## config.mk

```make
export PLATFORM = sky130hd
export DESIGN_NAME = alu16bit_div_seq
export DESIGN_NICKNAME = d
export VERILOG_FILES = /design/src/rtl/alu16bit_div_seq.sv
export SDC_FILE = /design/constraint.sdc
export NUM_CORES = 1
export LEC_CHECK = 0
export ABC_CLOCK_PERIOD_IN_PS = 3700
export CAP_MARGIN = 25
export CORE_MARGIN = 4
export CORE_UTILIZATION = 55
export CTS_BUF_LIST = sky130_fd_sc_hd__clkbuf_2 sky130_fd_sc_hd__clkbuf_4 sky130_fd_sc_hd__clkbuf_8
export DETAILED_ROUTE_END_ITERATION = 8
export GPL_TIMING_DRIVEN = 0
export HOLD_SLACK_MARGIN = 0.03
export PLACE_DENSITY = 0.88
export SLEW_MARGIN = 15
export SYNTH_ARGS = -nofsm -noshare
export SYNTH_HDL_FRONTEND = slang
export SYNTH_SLANG_ARGS = --single-unit
```

## constraint.sdc

```tcl
create_clock -name clk -period 3.7 [get_ports clk]
set_input_delay 0.74 -clock clk [delete_from_list [all_inputs] [get_ports clk]]
set_output_delay 0.74 -clock clk [all_outputs]
set_load 0.02 [all_outputs]
```

## src/rtl/alu16bit_div_seq.sv

```systemverilog
// Sequential unsigned restoring divider: one quotient bit per clock.
// Sign/Zero/Parity are taken from the registered quotient.
module alu16bit_div_seq #(
  parameter int WIDTH = 16
) (
  input  logic             clk,
  input  logic             rst_n,
  input  logic             Start,
  input  logic [WIDTH-1:0] X,
  input  logic [WIDTH-1:0] Y,
  output logic [WIDTH-1:0] Z,
  output logic [WIDTH-1:0] R,
  output logic             Busy,
  output logic             Done,
  output logic             Sign,
  output logic             Zero,
  output logic             Parity,
  output logic             DivZero
);

  localparam int CW = $clog2(WIDTH);
  localparam logic [CW-1:0] LAST = CW'(WIDTH - 1);

  typedef enum logic [1:0] {IDLE, BUSY, DONE} state_e;

  state_e           state_q, state_d;
  logic [WIDTH:0]   p_q, p_d;
  logic [WIDTH-1:0] q_q, q_d;
  logic [WIDTH-1:0] d_q, d_d;
  logic [WIDTH-1:0] z_q, z_d;
  logic [WIDTH-1:0] r_q, r_d;
  logic [CW-1:0]    cnt_q, cnt_d;
  logic             divz_q, divz_d;

  logic [WIDTH:0]   p_sh;
  logic [WIDTH:0]   trial;

  // Partial remainder always stays below the divisor, so the 17-bit shift never loses data.
  assign p_sh  = {p_q[WIDTH-1:0], q_q[WIDTH-1]};
  assign trial = p_sh - {1'b0, d_q};

  always_ff @(posedge clk or negedge rst_n) begin
    if (!rst_n) begin
      state_q <= IDLE;
      p_q     <= '0;
      q_q     <= '0;
      d_q     <= '0;
      z_q     <= '0;
      r_q     <= '0;
      cnt_q   <= '0;
      divz_q  <= 1'b0;
    end else begin
      state_q <= state_d;
      p_q     <= p_d;
      q_q     <= q_d;
      d_q     <= d_d;
      z_q     <= z_d;
      r_q     <= r_d;
      cnt_q   <= cnt_d;
      divz_q  <= divz_d;
    end
  end

  always_comb begin
    state_d = state_q;
    p_d     = p_q;
    q_d     = q_q;
    d_d     = d_q;
    z_d     = z_q;
    r_d     = r_q;
    cnt_d   = cnt_q;
    divz_d  = divz_q;

    case (state_q)
      IDLE, DONE: begin
        if (Start) begin
          q_d    = X;
          d_d    = Y;
          p_d    = '0;
          cnt_d  = '0;
          divz_d = (Y == '0);
          if (Y == '0) begin
            z_d     = '1;
            r_d     = X;
            state_d = DONE;
          end else begin
            state_d = BUSY;
          end
        end
      end
      BUSY: begin
        // Negative trial (borrow out) restores the shifted remainder.
        p_d   = trial[WIDTH] ? p_sh : trial;
        q_d   = {q_q[WIDTH-2:0], ~trial[WIDTH]};
        cnt_d = cnt_q + 1'b1;
        if (cnt_q == LAST) begin
          z_d     = q_d;
          r_d     = p_d[WIDTH-1:0];
          state_d = DONE;
        end
      end
      default: state_d = IDLE;
    endcase
  end

  assign Z       = z_q;
  assign R       = r_q;
  assign Busy    = (state_q == BUSY);
  assign Done    = (state_q == DONE);
  assign DivZero = divz_q;
  assign Sign    = z_q[WIDTH-1];
  assign Zero    = (z_q == '0);
  assign Parity  = ~^z_q;

endmodule

```

==> impl_metrics.yaml <==
final_layout:
  stdcell_area_um2: 5870
  final_cell_mix: "nand2_1 (99), dfrtp_1 (87), clkdlybuf4s50_1 (71), o21ai_0 (58), nor2_1 (42)"
  nets: 701
  final_cells: 749
  drive_gt1_frac: 0.0450
  layout_commonest_cell: "nand2_1"
  area_delta_synth_final_pct: 22.3
  fill_cells: 650
  antenna_cells: 0
  finish.utilization: 0.703
worst_setup_path:
  crit_path_start: "state_q[1]$_DFFE_PN0P_"
  r2r-start: "q_q[15]$_DFFE_PN0P_"
  r2r_slack_ns: 0.64
  crit_end: "Busy"
  arrival_ns: 2.48
  crit_path_start_kind: "flip-flop"
  r2r_end: "R[11]$_DFFE_PN0P_"
  end_kind: "primary output"
  worstPathRequired_ns: 2.96
  reg2regPathDepth: 12
  critical_path_class: "reg2out"
  worstPathMaxFanout: 10
synthesis:
  yosys-top-cells-area: "dfrtp_1 (45%), nand2_1 (7.8%), ha_1 (6.5%), o21ai_0 (6.1%), a21oi_1 (3.8%)"
  avgSynthCellArea_um2: 8.62
  synth_cell_types: 50
  syn-cell-area_um2: 4790
  ys_seq_elements: 87
  netlist_instances: 556
  syn_nets: 617
  ys_warn_count: 0
  synthArstFlopShare: 1.00
  synth_edf_count: 0
  seq_area_frac_synth: 0.454
  ys.flop_type: "dfrtp_1"
  synth_top_area_frac: 0.454
  synth_top_area_cell: "dfrtp_1"
clocking:
  cts_sinks: 87
  cts_hold_buf: 0
  cts_resized: 0
  cts_tree: "yes"
  post_cts_buffers: 0
  path_clk_slew_ns: 0.10
  insertion_delay_ns: 0.38
  clockRootBuffer: "clkbuf_8"
  cts_buffers: 9
  cts_htree_levels: 3
  max-clock-path-buffers: 2
sta:
  min_period_ns: 3.22
  fin_skew_ns: 0.0105
  hold_viol: 0
  period_share: 0.871
  rsz0062_at_grt: "false"
  setup_violations: 0
  fmax_mhz: 310
  hold_slack_ns: 0.326
  tightest_slew_ns: 0.647
  maxSlewHeadroom: 0.567
  maxSlewViolCount: 0
floorplanning:
  core_area_um2: 8340
  dieArea_um2: 10300
  die_h_um: 101
  placementRows: 33
  die_x_um: 101
  ios: 73
  start_util: 0.575
drt:
  vias: 4453
  drtPass1Iterations: 6
  wl_mm: 13.0
  wire_per_inst_um: 17.4
  drtIter0Drc: 268
  ant_nets: 0
  drc: 0
  vias_per_cell: 5.95
worst_hold_path:
  holdCritPathClass: "in2async"
global_route:
  grt_pass1_wl_mm: 21.1
  grt_max_degree: 49
  antenna_found_initial: 0
  grt_use_total: 0.264
  met2_usage: 0.452
  met3_usage: 0.0510
  grt_pass1_vias: 4462
  grt_overflow: 0
  globalRoute.busiestLayer: "met2"
  use_met1: 0.322
placed_design:
  dp_hpwl_mm: 9.96
  dp_cells: 734
  gp_congestion: 0.928
  portBuffers: 72
  placed_cell_area_um2: 5670
outcome:
  status: "finished, final reports clean"
job:
  drv_cap: 0
## state kept, by name, summed over array words and instances, names as in the netlist
signal and flops:
q_q 16, state_q 2, d_q 16, cnt_q 4, DivZero 1, p_q 16
R 16, Z 16
## worst max-delay path: stages, from the launching register on
cell             delay, ns
dfrtp_1               0.39
nand2b_1              0.15
clkbuf_1              0.20
inv_1                 0.21
buf_1                 0.45
clkdlybuf4s50_1       0.71
## cell type report
cell class	instances	area (um^2)	area share
multi-input combinational	404	2360	0.402
sequential	87	2180	0.371
timing repair buffer	73	746	0.127
inverter	37	139	0.0237
tap	105	131	0.0224
clock buffer	9	124	0.0211
buffer	28	120	0.0205
clock inverter	6	70.1	0.0119
## cells by family after synthesis
group / synth area share
mux: 0.0146
buf+inv: 0.0540
compound gates: 0.194
xor+xnor: 0.0347
fa+ha+maj: 0.0694
flops: 0.454
simple gates: 0.180
## metal layers
layer | part of all wire | vias up
li1 | - | 2087
met1 | 0.39 | 2133
met2 | 0.50 | 202
met3 | 0.077 | 31
met4 | 0.032 | 0
met5 | 0 | -
## per-stage QoR
stage,TNS [ns],worst slack [ns]
2_1_floorplan,0,1.09
3_3_place_gp,-91.73,-1.06
3_5_place_dp,0,0.572
4_1_cts,0,0.489
5_1_grt,0,0.362
6_report,0,0.475
## worst min-delay path by stage
stage	from	endpoint	cells after the start
final	rst_n	Z[1]$_DFFE_PN0P_	1
after floorplan	rst_n	DivZero$_DFFE_PN0P_	0
after global placement	DivZero$_DFFE_PN0P_	DivZero$_DFFE_PN0P_	2
after CTS	rst_n	Z[2]$_DFFE_PN0P_	1
after detailed placement	DivZero$_DFFE_PN0P_	DivZero$_DFFE_PN0P_	2
after global routing	rst_n	Z[1]$_DFFE_PN0P_	1
## cell usage after synthesis, types with 2 or more instances
library cell	instances
a21boi_0	5
nand2b_1	6
o22ai_1	6
buf_4	2
nand4_1	7
xor2_1	6
nor2_1	42
o21ai_0	58
nand2_1	99
inv_1	37
a211oi_1	2
a31oi_1	23
a21oi_1	36
a211o_1	2
dfrtp_1	87
ha_1	25
and3_1	5
a21oi_2	2
nor3_1	4
a32oi_1	2
a21o_1	8
mux2i_1	7
clkbuf_1	21
buf_1	4
xnor2_1	13
nand3_1	16
and2_1	3
nor4_1	4
o211ai_1	3
Power is not shown: default switching activity piles up to over one toggle a cycle in this logic, so the estimate is an artifact.
